[src/rtl/cpu_ctrl_pkg.sv]
`default_nettype none
// ============================================================================
// Package     : cpu_ctrl_pkg
// Description : Shared types, defaults and the round-robin pick helper used
//               by trigger_write_arbiter and other bus arbiters.
// Revision    : 1.0 - initial release
// ============================================================================
package cpu_ctrl_pkg;

  // Arbiter sequencer states
  typedef enum logic [0:0] {
    IDLE = 1'b0,
    HOLD = 1'b1
  } state_t;

  // Widest requester vector any arbiter built on rr_pick may use
  localparam int unsigned MAX_REQ        = 8;
  localparam int unsigned DEF_NR_OF_BITS = 2;
  localparam int unsigned DEF_HOLD_LIMIT = 4;

  // One-hot winner: first set bit of req scanning ptr, ptr+1, ... modulo n.
  // Only the low n bits of req are considered; returns 0 if none set.
  function automatic logic [MAX_REQ-1:0] rr_pick(
    input logic [MAX_REQ-1:0] req,
    input logic [2:0]         ptr,
    input int unsigned        n
  );
    logic [MAX_REQ-1:0] pick;
    logic [31:0]        idx;
    logic               found;
    pick  = '0;
    found = 1'b0;
    for (int unsigned k = 0; k < MAX_REQ; k++) begin
      if (k < n) begin
        idx = (32'(ptr) + k) % n;
        if (!found && req[idx[2:0]]) begin
          pick[idx[2:0]] = 1'b1;
          found          = 1'b1;
        end
      end
    end
    return pick;
  endfunction

endpackage
`default_nettype wire

[src/rtl/rr_priority_picker.sv]
`default_nettype none
// ============================================================================
// Module      : rr_priority_picker
// Description : Combinational round-robin scan. Returns the one-hot index of
//               the first active request at or after the start pointer.
// Ports       : i_req   - N request bits
//               i_ptr   - round-robin start index (0..N-1)
//               o_grant - one-hot winner, 0 when no request is active
// Revision    : 1.0 - initial release
// ============================================================================
module rr_priority_picker
  import cpu_ctrl_pkg::*;
#(
  parameter int unsigned N = 4
) (
  input  logic [N-1:0]                      i_req,
  input  logic [((N > 1) ? $clog2(N) : 1)-1:0] i_ptr,
  output logic [N-1:0]                      o_grant
);

  logic [MAX_REQ-1:0] w_req_ext;
  logic [MAX_REQ-1:0] w_pick_ext;

  assign w_req_ext  = MAX_REQ'(i_req);
  assign w_pick_ext = rr_pick(w_req_ext, 3'(i_ptr), N);
  assign o_grant    = w_pick_ext[N-1:0];

  // Bits above N are always zero; fold them so they are consumed.
  if (N < MAX_REQ) begin : g_pad
    logic w_unused_hi;
    assign w_unused_hi = |w_pick_ext[MAX_REQ-1:N];
  end

endmodule
`default_nettype wire

[src/rtl/trigger_write_arbiter.sv]
`default_nettype none
// ============================================================================
// Module      : trigger_write_arbiter
// Description : Round-robin write arbiter/sequencer for a shared trigger
//               register with clock enable. Optional lock gives one
//               requester back-to-back writes, bounded by HOLD_LIMIT.
// Ports       : i_clock, i_reset  - clock, synchronous active-high reset
//               i_req, i_lock     - per-requester request / lock
//               i_data_in         - packed write data, requester i at [i*W +: W]
//               o_grant, o_ack    - one-hot owner / one-cycle write ack
//               o_reg_d, o_reg_ce - register D and clock enable
//               o_busy, o_timeout - in HOLD / HOLD ended by limit
// Revision    : 1.0 - initial release
// ============================================================================
module trigger_write_arbiter
  import cpu_ctrl_pkg::*;
#(
  parameter int unsigned NR_OF_REQUESTERS = 4,
  parameter int unsigned NR_OF_BITS       = DEF_NR_OF_BITS,
  parameter int unsigned HOLD_LIMIT       = DEF_HOLD_LIMIT
) (
  input  logic                                   i_clock,
  input  logic                                   i_reset,
  input  logic [NR_OF_REQUESTERS-1:0]            i_req,
  input  logic [NR_OF_REQUESTERS-1:0]            i_lock,
  input  logic [NR_OF_REQUESTERS*NR_OF_BITS-1:0] i_data_in,
  output logic [NR_OF_REQUESTERS-1:0]            o_grant,
  output logic [NR_OF_REQUESTERS-1:0]            o_ack,
  output logic [NR_OF_BITS-1:0]                  o_reg_d,
  output logic                                   o_reg_ce,
  output logic                                   o_busy,
  output logic                                   o_timeout
);

  localparam int unsigned PTR_W = (NR_OF_REQUESTERS > 1) ? $clog2(NR_OF_REQUESTERS) : 1;
  localparam int unsigned HC_W  = $clog2(HOLD_LIMIT);
  localparam logic [HC_W-1:0]  C_HOLD_LAST = HC_W'(HOLD_LIMIT - 1);
  localparam logic [PTR_W-1:0] C_PTR_LAST  = PTR_W'(NR_OF_REQUESTERS - 1);

  // Registered state
  state_t                        r_state;
  logic [PTR_W-1:0]              r_ptr;
  logic [HC_W-1:0]               r_hold_cnt;
  logic [NR_OF_REQUESTERS-1:0]   r_grant;
  logic [NR_OF_REQUESTERS-1:0]   r_ack;
  logic [NR_OF_BITS-1:0]         r_reg_d;
  logic                          r_reg_ce;
  logic                          r_busy;
  logic                          r_timeout;

  // Next-state values
  state_t                        w_state_nxt;
  logic [PTR_W-1:0]              w_ptr_nxt;
  logic [HC_W-1:0]               w_hold_cnt_nxt;
  logic [NR_OF_REQUESTERS-1:0]   w_grant_nxt;
  logic [NR_OF_REQUESTERS-1:0]   w_ack_nxt;
  logic [NR_OF_BITS-1:0]         w_reg_d_nxt;
  logic                          w_reg_ce_nxt;
  logic                          w_busy_nxt;
  logic                          w_timeout_nxt;

  // Arbitration helpers
  logic [NR_OF_REQUESTERS-1:0]   w_pick;
  logic [PTR_W-1:0]              w_win_idx;
  logic [NR_OF_BITS-1:0]         w_win_data;
  logic [NR_OF_BITS-1:0]         w_own_data;
  logic                          w_win_lock;
  logic                          w_own_lock;
  logic                          w_own_req;

  rr_priority_picker #(
    .N (NR_OF_REQUESTERS)
  ) u_picker (
    .i_req   (i_req),
    .i_ptr   (r_ptr),
    .o_grant (w_pick)
  );

  // In HOLD r_grant is the owner's one-hot, so it doubles as the owner mask.
  always_comb begin
    w_win_idx  = '0;
    w_win_data = '0;
    w_own_data = '0;
    for (int unsigned i = 0; i < NR_OF_REQUESTERS; i++) begin
      if (w_pick[i]) begin
        w_win_idx  = PTR_W'(i);
        w_win_data = i_data_in[i*NR_OF_BITS +: NR_OF_BITS];
      end
      if (r_grant[i]) begin
        w_own_data = i_data_in[i*NR_OF_BITS +: NR_OF_BITS];
      end
    end
  end

  assign w_win_lock = |(w_pick & i_lock);
  assign w_own_lock = |(r_grant & i_lock);
  assign w_own_req  = |(r_grant & i_req);

  always_comb begin
    w_state_nxt    = r_state;
    w_ptr_nxt      = r_ptr;
    w_hold_cnt_nxt = r_hold_cnt;
    w_grant_nxt    = '0;
    w_ack_nxt      = '0;
    w_reg_d_nxt    = r_reg_d;
    w_reg_ce_nxt   = 1'b0;
    w_busy_nxt     = 1'b0;
    w_timeout_nxt  = 1'b0;
    case (r_state)
      IDLE: begin
        if (|w_pick) begin
          w_reg_d_nxt  = w_win_data;
          w_reg_ce_nxt = 1'b1;
          w_ack_nxt    = w_pick;
          w_grant_nxt  = w_pick;
          w_ptr_nxt    = (w_win_idx == C_PTR_LAST) ? '0 : w_win_idx + PTR_W'(1);
          if (w_win_lock) begin
            w_state_nxt    = HOLD;
            w_hold_cnt_nxt = '0;
            w_busy_nxt     = 1'b1;
          end
        end
      end
      HOLD: begin
        if (!w_own_lock || (r_hold_cnt == C_HOLD_LAST)) begin
          // Release: one bubble cycle; timeout only if lock was still held
          w_state_nxt   = IDLE;
          w_timeout_nxt = w_own_lock;
        end else begin
          w_hold_cnt_nxt = r_hold_cnt + HC_W'(1);
          w_grant_nxt    = r_grant;
          w_busy_nxt     = 1'b1;
          if (w_own_req) begin
            w_reg_d_nxt  = w_own_data;
            w_reg_ce_nxt = 1'b1;
            w_ack_nxt    = r_grant;
          end
        end
      end
      default: w_state_nxt = IDLE;
    endcase
  end

  always_ff @(posedge i_clock) begin
    if (i_reset) begin
      r_state    <= IDLE;
      r_ptr      <= '0;
      r_hold_cnt <= '0;
      r_grant    <= '0;
      r_ack      <= '0;
      r_reg_d    <= '0;
      r_reg_ce   <= 1'b0;
      r_busy     <= 1'b0;
      r_timeout  <= 1'b0;
    end else begin
      r_state    <= w_state_nxt;
      r_ptr      <= w_ptr_nxt;
      r_hold_cnt <= w_hold_cnt_nxt;
      r_grant    <= w_grant_nxt;
      r_ack      <= w_ack_nxt;
      r_reg_d    <= w_reg_d_nxt;
      r_reg_ce   <= w_reg_ce_nxt;
      r_busy     <= w_busy_nxt;
      r_timeout  <= w_timeout_nxt;
    end
  end

  assign o_grant   = r_grant;
  assign o_ack     = r_ack;
  assign o_reg_d   = r_reg_d;
  assign o_reg_ce  = r_reg_ce;
  assign o_busy    = r_busy;
  assign o_timeout = r_timeout;

endmodule
`default_nettype wire

[config.mk]
export PLATFORM = sky130hd
export DESIGN_NAME = trigger_write_arbiter
export DESIGN_NICKNAME = d
export VERILOG_FILES = /design/src/rtl/cpu_ctrl_pkg.sv /design/src/rtl/rr_priority_picker.sv /design/src/rtl/trigger_write_arbiter.sv
export SDC_FILE = /design/constraint.sdc
export NUM_CORES = 1
export LEC_CHECK = 0
export ABC_CLOCK_PERIOD_IN_PS = 7940
export BUFFER_PORTS_ARGS = -buffer_cell sky130_fd_sc_hd__clkbuf_2
export CAP_MARGIN = 10
export CORE_UTILIZATION = 57
export DETAILED_ROUTE_END_ITERATION = 6
export GPL_ROUTABILITY_DRIVEN = 0
export HOLD_SLACK_MARGIN = 0.1
export PLACE_DENSITY = 0.84
export SLEW_MARGIN = 20
export SYNTH_ARGS = -nofsm -noshare
export SYNTH_HDL_FRONTEND = slang
export SYNTH_SLANG_ARGS = --single-unit
[constraint.sdc]
create_clock -name i_clock -period 7.94 [get_ports i_clock]
set_input_delay 0.397 -clock i_clock [delete_from_list [all_inputs] [get_ports i_clock]]
set_output_delay 0.397 -clock i_clock [all_outputs]
set_load 0.05 [all_outputs]
==> out/results.txt, run 1 <==
Mean cell area of the mapped netlist - 8.532 µm²
Congestion Overflow GR - 0
Final wirelength - 3162 µm
CP arrival - 3.75 ns
Post-DP Area - 0.001431 mm²
Setup crit end kind - flop
First-pass GRT wire length - 5313 µm
Port Buffer Count - 30
Ordered cell list for the critical path - inv_1 -> ha_1 -> mux4_2 -> a221oi_1 -> nor2_1 -> nor4b_1 -> o31a_1 -> a22o_1
Post-synth cell types - 41
DRC viols - 0
Pin count of the biggest net entering global routing - 16
Post-route cell area - 0.001458 mm²
Combinational share of power - 0.691
Slew @ Worst Pin - 1.059 ns
Net count, final - 205
Status - complete, no violations
Reg2reg start - r_ptr[0]
Period utilization - 0.4431
Initial Util - 0.6287
Clk pwr share - 0.070
Die Wd - 49.23 µm
Final setup vio count - 0
Initial antenna violation count - 0
Die Height - 49.23 µm
Final hold violations - 0
Tmin final - 3.518 ns
Pwr Total - 645.9 µW
Initial DRC Count - 81
Hold Crit Start - i_reset
Power per Cell Area - 443.1 mW/mm²
Area of the core - 0.002022 mm²
DR vias - 1,311
Req. time, crit path - 8.17 ns
Flops & latches, synth - 17
CTS HTree Levels - 1
Io pins - 31
Post-cts sizing count - 0
Clock latency on the worst-skew pair - 0.28 ns
Vias in the first global route - 1,137
Crit path launch type - flop
Diodes inserted - 0
CTS tree - built
Hold Crit Class - in2reg
Slew Limit Fails - 0
RSZ-0062 raised after global routing - no
Post-Syn Area - 0.001271 mm²
Synth warnings - 0
Drt wl/cell - 15.35 µm
Synthesized Nets - 174
Layout fillers - 167
Total GRT Usage - 0.2776
Crit-path max cell delay - 0.66 ns
Site Rows - 16
P_sw - 345.7 µW
Post-CTS Hold Buffers - 0
Seq/Total Area, Yosys - 0.2677
Clock root buffer - clkbuf_4
Max-cap violations - 0
Sequential share of power - 0.239
Final setup TNS - 0 ns
WS Path Type - reg2reg
Critical Path End - o_reg_d[1]
DRT Pass-1 Iters - 4
Clock Sinks - 17
Top fanout value on the critical path - 14
Lkg Pwr - 0.0006259 µW
R2R setup slack - 4.42 ns
Peak supply drop - 0.3126 mV
Worst r2r dst - o_reg_d[1]
Routed Antenna Nets - 0
Worst r2r path cells - 8
Sw frac - 0.5352
Area delta synth->final - 14.67%
Crit path from - r_ptr[0]
Post-DP HPWL - 2412 µm
Fmax - 284.3 MHz
Layout cells sized above 1 - 0.2291
Critical path's slowest cell - a221oi_1
Vias per cell - 6.364
Setup bufs post-CTS - 0
Clk slew on worst S/H paths - 0.09 ns
Internal power - 300.2 µW
Total Die Area - 0.002423 mm²
Clk buf depth - 2
CTS buffer count - 3
Fin Clk Skew - 0.002170 ns
Final Util - 0.7209
Synth Instances - 149
Slew margin rel. - 0.2896
==> worst min-delay path by stage <==
stage / end / depth (start not counted) / slack [ns]
CTS: o_busy / 2 / 0.45
detailed placement: o_grant[0] / 2 / 0.57
finish: r_ptr[1] / 2 / 0.45
floorplan: r_hold_cnt[0] / 2 / 0.53
global route: o_busy / 2 / 0.47
global placement: r_hold_cnt[0] / 2 / 0.54
==> final cells by class <==
class / count / area [µm²] / area share
inverter: 9 / 33.78 / 0.02318
sequential: 17 / 340.3 / 0.2335
tap: 27 / 33.78 / 0.02318
clock buffer: 4 / 26.28 / 0.01803
timing repair buffer: 30 / 150.1 / 0.1030
multi-input combinational: 119 / 873.3 / 0.5991
==> Yosys cell counts (all sizes together) <==
library cell	count	area, µm²
nand4bb	1	11.26
o31ai	1	7.510
o21ai	4	20.02
o221a	1	11.26
a22o	3	26.28
a31oi	2	12.51
a21oi	18	101.4
nor2	9	33.78
inv	8	30.03
nor2b	9	56.30
and2	1	6.260
ha	7	87.58
o31a	2	17.52
o221ai	1	8.760
mux2	2	22.52
clkinv	1	3.750
a221oi	3	26.28
a222oi	1	10.01
a211o	2	17.52
mux4	4	90.09
a21boi	1	7.510
a211oi	1	7.510
or3	1	6.260
clkbuf	2	7.510
nor3	3	15.01
mux2i	2	20.02
dfxtp	17	340.3
a221o	2	20.02
nand2b	3	18.77
a32o	1	10.01
a22oi	7	52.55
nand3b	2	15.01
o22ai	3	18.77
nor4b	2	17.52
and3	5	31.28
o21a	2	15.01
nand2	13	51.30
buf	2	16.26
==> worst max-delay path: cells and delay by family, from the launching register on <==
kind | cells | cell delay, ns
AOI/OAI and AO/OA | 3 | 1.01
DFF | 1 | 0.65
muxes | 1 | 0.61
and+or+nand+nor | 2 | 0.53
adders and majority gates | 1 | 0.44
buffers and inverters | 1 | 0.22
==> power groups by stage <==
stage,combinational [µW],sequential [µW],clock (µW)
floorplan,292,215,0
global placement,426,154,0
detailed placement,438,156,0
CTS,441,154,45.6
global route,486,160,49.3
finish,446,154,45.3
==> per-stage QoR <==
stage	hold WS (ns)	worst slack [ns]	std cells
2_1_floorplan	0.5295	4.872	149
3_3_place_gp	0.5407	4.618	202
3_5_place_dp	0.5662	4.475	202
4_1_cts	0.4468	4.462	206
5_1_grt	0.4715	4.106	206
6_report	0.4481	4.422	206
==> layer usage <==
metal | global-route usage | vias to the layer above | routed length (µm)
met5 | 0 | - | 0
li1 | - | 629 | -
met3 | 0.05296 | 6 | 275
met2 | 0.4384 | 77 | 1481
met4 | 0.05392 | 0 | 36
met1 | 0.3911 | 599 | 1369
==> cells by family (layout without fill, tap and decap cells) <==
family | count (synthesis) | in the layout | share of synthesized area
flops | 17 | 17 | 0.2677
mux | 8 | 8 | 0.1043
simple gates | 49 | 49 | 0.2067
buf+inv | 13 | 43 | 0.04527
compound gates | 55 | 55 | 0.3071
fa+ha+maj | 7 | 7 | 0.06889
==> cell usage in the layout, fill, tap and decap left out, types with 2 or more instances in the layout <==
master,n
nand2_1,12
nor4b_1,2
o21ai_0,4
a22oi_1,7
mux4_2,4
nor2b_1,9
o22ai_1,3
and3_1,5
a22o_1,3
nand3b_1,2
inv_1,8
a21oi_1,17
o31a_1,2
clkbuf_2,30
a211o_1,2
a31oi_1,2
nand2b_1,3
dfxtp_1,17
o21a_1,2
clkbuf_4,3
mux2_2,2
ha_1,7
mux2i_1,2
nor2_1,9
a221oi_1,3
a221o_1,2
nor3_1,3
==> sequential cells by signal, summed over array words and instances (netlist names) <==
name	count
o_ack	4
o_grant	4
o_reg_d	2
r_hold_cnt	2
r_ptr	2
o_busy	1
o_reg_ce	1
o_timeout	1
Note: power is estimated with default switching activity, not from simulation.
==> run 2: changes to the inputs <==
--- a/config.mk
+++ b/config.mk
@@ -5,14 +5,15 @@
 export SDC_FILE = /design/constraint.sdc
 export NUM_CORES = 1
 export LEC_CHECK = 0
-export ABC_CLOCK_PERIOD_IN_PS = 7940
+export ABC_AREA = 1
+export ABC_CLOCK_PERIOD_IN_PS = 3250
 export BUFFER_PORTS_ARGS = -buffer_cell sky130_fd_sc_hd__clkbuf_2
 export CAP_MARGIN = 10
-export CORE_UTILIZATION = 57
+export CORE_UTILIZATION = 53
 export DETAILED_ROUTE_END_ITERATION = 6
 export GPL_ROUTABILITY_DRIVEN = 0
 export HOLD_SLACK_MARGIN = 0.1
-export PLACE_DENSITY = 0.84
+export PLACE_DENSITY = 0.79
 export SLEW_MARGIN = 20
 export SYNTH_ARGS = -nofsm -noshare
 export SYNTH_HDL_FRONTEND = slang
==> constraint.sdc (replaced) <==
create_clock -name i_clock -period 3.25 [get_ports i_clock]
set_input_delay 0.1625 -clock i_clock [delete_from_list [all_inputs] [get_ports i_clock]]
set_output_delay 0.1625 -clock i_clock [all_outputs]
set_load 0.05 [all_outputs]
==> run 2 against run 1 <==
- wire length is 8.2% higher
- non-clock buffer count stayed put
- total power grew to 2.6 times the previous value
- first-iteration DRC count is 26% lower
- critical path depth is 7 higher
- cell area is 2.8% higher
- clock skew is 0.0014 ns higher
- die area is 8.9% higher
- clock power is 150% higher
- sequential share of layout area is 0.64 points lower
- largest cell class unchanged
==> out/results.txt, run 2 <==
Status - complete, no violations
CTS tree - built
CP arrival - 2.66 ns (-1.09 ns)
Largest area contributor in the netlist - dfxtp_1
Synth warnings - 0 (unchanged)
Net count, final - 256 (+25%)
Flops & latches, synth - 17 (unchanged)
Final wirelength - 3422 µm (+8.2%)
Initial antenna violation count - 0 (unchanged)
Post-synth EDFFs - 0 (unchanged)
DRT Pass-1 Iters - 4 (unchanged)
Area delta synth->final - 16.09%
Top FF cell, synth - dfxtp_1
Die Height - 51.36 µm (+4.3%)
Count leader, synth - nand2_1
Placed insts - 254 (+26%)
Critical path's slowest cell - dfxtp_1
Port Buffer Count - 30 (unchanged)
Top fanout value on the critical path - 11 (-3)
Crit path launch type - flop
Die Wd - 51.36 µm (+4.3%)
Hold Crit Class - in2reg
Setup bufs post-CTS - 0 (unchanged)
CTS buffer count - 3 (unchanged)
Ordered cell list for the critical path - inv_2 -> ha_1 -> inv_1 -> nand3_1 -> nand2_1 -> nand3_1 -> nand2_1 -> inv_1 -> nand3_2 -> nor2_2 -> nand3_2 -> nand2_2 -> nand3_1 -> nand2_1 -> a21oi_2
Fin Clk Skew - 0.003585 ns (+0.001415 ns)
Setup crit end kind - flop
Clock latency on the worst-skew pair - 0.29 ns (about the same)
Max-cap violations - 0 (unchanged)
Post-cts sizing count - 0 (unchanged)
Synth top area share - 0.2636 (-0.004151)
Final hold slack - 0.1792 ns (-0.2689 ns)
WS Path Type - reg2reg
Final setup TNS - 0 ns (unchanged)
First-pass GRT wire length - 5464 µm (+2.8%)
RSZ-0062 raised after global routing - no
Post-DP HPWL - 2734 µm (+13%)
Clk slew on worst S/H paths - 0.09 ns (about the same)
DRC viols - 0 (unchanged)
Slew margin rel. - 0.6832 (+0.3936)
Final hold violations - 0 (unchanged)
Clk buf depth - 2 (unchanged)
Post-CTS Hold Buffers - 0 (unchanged)
Pin count of the biggest net entering global routing - 12 (-4)
R2R setup slack - 0.79 ns (-3.63 ns)
Req. time, crit path - 3.45 ns (-4.72 ns)
Crit-path max cell delay - 0.52 ns (-0.14 ns)
Clock Sinks - 17 (unchanged)
Layout cells sized above 1 - 0.2609 (+0.03182)
Initial Util - 0.5727 (-0.05602)
Most frequent cells in the layout - nand2_1, nand3_1, clkbuf_2, inv_1, dfxtp_1
CTS HTree Levels - 1 (unchanged)
Share of flip-flops with an asynchronous set or reset - 0 (unchanged)
Mean cell area of the mapped netlist - 6.555 µm² (-23%)
Diodes inserted - 0 (unchanged)
Clock root buffer - clkbuf_4
Total Die Area - 0.002638 mm² (+8.9%)
Synth Instances - 197 (+32%)
Site Rows - 17 (+1)
Routed Antenna Nets - 0 (unchanged)
Post-Syn Area - 0.001291 mm² (+1.6%)
Synth top area cells - dfxtp_1, nand2_1, nand3_1
Final setup vio count - 0 (unchanged)
Seq/Total Area, Yosys - 0.2636 (-0.004151)
Tmin final - 2.462 ns (-1.055 ns)
Power per Cell Area - 1112 mW/mm² (+150%)
Synth cell count leaders - nand2_1, nand3_1, inv_1
Layout fillers - 212 (+27%)
Slew Limit Fails - 0 (unchanged)
Peak supply drop - 0.5942 mV (+90%)
Initial DRC Count - 60 (-26%)
Vias per cell - 5.663 (-11%)
Lkg Pwr - 0.0007934 µW (+27%)
Area of the core - 0.002255 mm² (+12%)
Commonest non-fill, non-tap cell in the layout - nand2_1
Final instance count without filler cells - 258 (+25%)
Period utilization - 0.7576 (+0.3146)
Synthesized Nets - 222 (+28%)
Congestion Overflow GR - 0 (unchanged)
Drt wl/cell - 13.26 µm (-14%)
Post-synth cell types - 23 (-44%)
Vias in the first global route - 1,296 (+14%)
Total GRT Usage - 0.2732 (-0.004382)
Fmax - 406.1 MHz (+43%)
Io pins - 31 (unchanged)
DR vias - 1,461 (+11%)
Slew @ Worst Pin - 0.4735 ns (-0.5858 ns)
[run 2: cell types whose count changed in the layout (fill, tap and decap cells not counted), sizes merged, moves of 4 or more]
| cell | previous run | this run |
|---|---|---|
| inv | 8 | 28 |
| nor2b | 9 | 0 |
| and3 | 5 | 0 |
| nor2 | 9 | 13 |
| nand3 | 0 | 38 |
| mux4 | 4 | 0 |
| a22oi | 7 | 0 |
| nand2 | 13 | 57 |
| o21ai | 4 | 8 |
[run 2: final timing paths]
kind,startpoint,end,depth (start not counted)
setup / recovery,r_ptr[0],o_reg_d[1],15
hold / removal,i_reset,r_hold_cnt[1],2
setup reg to reg,r_ptr[0],o_reg_d[1],15
hold reg to reg,r_hold_cnt[1],r_hold_cnt[1],2
[run 2: logic make-up (layout without fill, tap and decap cells)]
logic type	count (synthesis)	count (layout)	share of synthesized area
and+or+nand+nor	109	109	0.4244
AOI/OAI and AO/OA	33	33	0.1541
buffers and inverters	31	64	0.09012
DFF	17	17	0.2636
adders and majority gates	7	7	0.06783
[run 2: through the flow]
step	total power [µW]	setup slack [ns]	instance area (µm²)	utilization
after floorplan	1280	1.163	1291	-
final	1668	0.7876	1499	0.6648
after detailed placement	1539	0.8386	1473	0.6532
after global routing	1808	0.5832	1499	0.6648
after global placement	1489	0.9538	1473	0.6532
after CTS	1653	0.8128	1499	0.6648
[run 2: cell type report]
type                    count  area [µm²]  area share
clock buffers               4       26.28     0.01753
inverters                  30       112.6     0.07513
multi-input cells         149       834.6      0.5568
well taps                  28       35.03     0.02337
flip-flops and latches     17       340.3      0.2270
repair buffers             30       150.1      0.1002
[run 2: worst max-delay path, delay by kind of cell, from the launching register on]
family          cells  cell delay, ns
fa+ha+maj           1            0.38
buf+inv             3            0.33
flops               1            0.52
compound gates      1            0.03
simple gates       10            1.09
[run 2: metal layers]
metal | wire length, µm | global-route usage
met5 | 0 | 0
met4 | 72 | 0.1126
met3 | 258 | 0.03274
met2 | 1603 | 0.4654
met1 | 1487 | 0.3435
[run 2: power breakdown]
part           switching, µW  leakage [µW]  internal, µW
sequential              78.1      0.000139           270
combinational            842      0.000639           366
clock                   63.4     0.0000150          47.8
total                    983      0.000793           684
==> run 3: changes to the inputs <==
--- a/config.mk
+++ b/config.mk
@@ -6,14 +6,14 @@
 export NUM_CORES = 1
 export LEC_CHECK = 0
 export ABC_AREA = 1
-export ABC_CLOCK_PERIOD_IN_PS = 3250
+export ABC_CLOCK_PERIOD_IN_PS = 2200
 export BUFFER_PORTS_ARGS = -buffer_cell sky130_fd_sc_hd__clkbuf_2
 export CAP_MARGIN = 10
-export CORE_UTILIZATION = 53
+export CORE_UTILIZATION = 48
 export DETAILED_ROUTE_END_ITERATION = 6
 export GPL_ROUTABILITY_DRIVEN = 0
 export HOLD_SLACK_MARGIN = 0.1
-export PLACE_DENSITY = 0.79
+export PLACE_DENSITY = 0.76
 export SLEW_MARGIN = 20
 export SYNTH_ARGS = -nofsm -noshare
 export SYNTH_HDL_FRONTEND = slang
==> constraint.sdc (replaced) <==
create_clock -name i_clock -period 2.2 [get_ports i_clock]
set_input_delay 0.11 -clock i_clock [delete_from_list [all_inputs] [get_ports i_clock]]
set_output_delay 0.11 -clock i_clock [all_outputs]
set_load 0.05 [all_outputs]
==> run 3 against run 2 <==
- first-iteration DRC count is 33% higher
- hold slack worse by 0.060 ns
- combinational power is 54% higher
- die area is 10% higher
- clock-buffer cell count is 1 lower
- wire length is 6.0% lower
- core utilization is 4.0 points lower
- clock skew hardly changed
==> out/results.txt, run 3 (synthesis gave the netlist of run 2 again) <==
Initial antenna violation count - 0 (unchanged)
Diodes inserted - 0 (unchanged)
Sw frac - 0.5749 (-0.01491)
Vias per cell - 5.330 (-5.9%)
Die Height - 53.87 µm (+4.9%)
Combinational share of power - 0.740 (+0.016)
Io pins - 31 (unchanged)
Tmin final - 2.014 ns (-0.4486 ns)
Pwr Total - 2517 µW (+51%)
Clk pwr share - 0.068 (about the same)
Slew @ Worst Pin - 0.3186 ns (-0.1549 ns)
Worst r2r path cells - 15 (unchanged)
Setup crit end kind - flop
Met3 Use GR - 0.03107 (-0.001665)
Routed Antenna Nets - 0 (unchanged)
Drt wl/cell - 12.19 µm (-8.1%)
Total GRT Usage - 0.2422 (-0.03095)
Hold Crit Depth - 2 (unchanged)
Power per Cell Area - 1612 mW/mm² (+45%)
Final Util - 0.6246 (-0.04019)
Net count, final - 260 (+1.6%)
Clock Sinks - 17 (unchanged)
Final setup vio count - 0 (unchanged)
Grt peak-use layer - met2
Final hold violations - 0 (unchanged)
First-pass GRT wire length - 5161 µm (-5.5%)
Vias in the first global route - 1,189 (-8.3%)
Commonest non-fill, non-tap cell in the layout - nand2_1
Crit path launch type - flop
Max-cap violations - 0 (unchanged)
CTS HTree Levels - 1 (unchanged)
Total Die Area - 0.002901 mm² (+10%)
M1 GR Usage - 0.3124 (-0.03113)
Clock root buffer - clkbuf_4
Hold Path Sink - r_ptr[1]
Fmax - 496.6 MHz (+22%)
Final setup TNS - 0 ns (unchanged)
Post-route cell area - 0.001562 mm² (+4.2%)
CP arrival - 2.25 ns (-0.41 ns)
Layout cells sized above 1 - 0.2906 (+0.02973)
Period utilization - 0.9153 (+0.1577)
Hold Crit Class - in2reg
Worst r2r dst - o_reg_d[1]
DR vias - 1,407 (-3.7%)
Most frequent cells in the layout - nand2_1, nand3_1, clkbuf_2, inv_1, dfxtp_1
Sequential share of power - 0.192 (-0.017)
Post-DP Area - 0.001505 mm² (+2.2%)
Post-DP HPWL - 2525 µm (-7.6%)
Fin Clk Skew - 0.003297 ns (-0.0002885 ns)
Initial DRC Count - 80 (+33%)
Peak supply drop - 1.016 mV (+71%)
P_sw - 1447 µW (+47%)
Die Wd - 53.87 µm (+4.9%)
R2R setup slack - 0.19 ns (-0.60 ns)
Worst Slack Setup Final - 0.1863 ns (-0.6014 ns)
Clk buf depth - 2 (unchanged)
Slew Limit Fails - 0 (unchanged)
DRT Pass-1 Iters - 4 (unchanged)
CTS buffer count - 3 (unchanged)
Final wirelength - 3217 µm (-6.0%)
Clk slew on worst S/H paths - 0.10 ns (about the same)
Status - complete, no violations
RSZ-0062 raised after global routing - no
Area delta synth->final - 20.93%
Initial Util - 0.5165 (-0.05618)
Slew margin rel. - 0.7873 (+0.1041)
Req. time, crit path - 2.44 ns (-1.01 ns)
DRC viols - 0 (unchanged)
Top fanout value on the critical path - 6 (-5)
Reg2reg start - r_ptr[1]
Site Rows - 18 (+1)
Met2 usage - 0.4074 (-0.05796)
CTS tree - built
Hold Crit Start - i_reset
Port Buffer Count - 30 (unchanged)
Pin count of the biggest net entering global routing - 11 (-1)
Lkg Pwr - 0.0008198 µW (+3.3%)
Internal power - 1070 µW (+56%)
WS Path Type - reg2reg
Congestion Overflow GR - 0 (unchanged)
Clock latency on the worst-skew pair - 0.29 ns (about the same)
Area of the core - 0.002500 mm² (+11%)
Dpl ws - 0.09818 ns (-0.7404 ns)
[run 3: cell count changes in the layout (fill, tap and decap cells not counted)]
cell	previous run	this run
nand3_2	7	5
buf_4	0	4
dfxtp_2	0	1
ha_1	7	6
dfxtp_1	17	16
clkbuf_1	1	0
inv_1	23	22
clkinv_2	0	1
ha_4	0	1
nand3_4	0	2
inv_2	5	6
[run 3: worst max path at each step]
stage	from	end	slack (ns)
6_report	r_ptr[1]	o_reg_d[1]	0.19
5_1_grt	r_ptr[0]	o_reg_d[0]	0.02
4_1_cts	r_ptr[1]	o_reg_d[0]	0.06
3_5_place_dp	r_ptr[1]	o_reg_d[1]	0.1
3_3_place_gp	r_ptr[1]	o_reg_d[0]	0.13
2_1_floorplan	r_ptr[0]	o_reg_d[0]	0.11
[run 3: layout make-up]
class | instances | area, µm²
clock buffer | 3 | 22.52
clock inverter | 1 | 5.005
fill | 226 | 938.4
inverter | 30 | 112.6
multi-input combinational | 149 | 862.1
sequential | 17 | 341.6
tap | 30 | 37.54
timing repair buffer | 34 | 180.2
[run 3: metrics by stage]
step | cells | hold slack (ns)
2_1_floorplan | 197 | 0.3868
3_3_place_gp | 260 | 0.4405
3_5_place_dp | 260 | 0.4399
4_1_cts | 264 | 0.1215
5_1_grt | 264 | 0.1337
6_report | 264 | 0.1192
[run 3: repair_timing]
item | 4_1_cts | 5_1_grt
setup endpoints to repair | 0 | 9
setup buffers | 0 | 0
gates resized for setup | 0 | 5
hold buffers | 0 | 0
[run 3: worst max-delay path, cell delays in order, from the launching register on]
cell      delay [ns]
dfxtp_2         0.35
inv_2           0.07
ha_4            0.28
inv_1           0.06
nand3_1         0.08
nand2_1         0.09
nand2_4         0.10
inv_2           0.05
nand3_1         0.11
nand3_4         0.13
nand2_2         0.10
nand2_1         0.08
nand3b_1        0.20
nand2_1         0.09
clkinv_1        0.07
a21oi_2         0.10
[run 3: power by group through the flow]
| stage | clock network [µW] | logic [µW] | registers, µW |
|---|---|---|---|
| 2_1_floorplan | 0 | 1170 | 726 |
| 3_3_place_gp | 0 | 1780 | 484 |
| 3_5_place_dp | 0 | 1790 | 487 |
| 4_1_cts | 172 | 1800 | 479 |
| 5_1_grt | 185 | 2070 | 491 |
| 6_report | 171 | 1860 | 482 |
[run 3: metal layers]
metal | vias to the layer above | share of wire
met1 | 628 | 0.46
li1 | 721 | -
met5 | - | 0
met4 | 0 | 0.0096
met2 | 54 | 0.47
met3 | 4 | 0.055
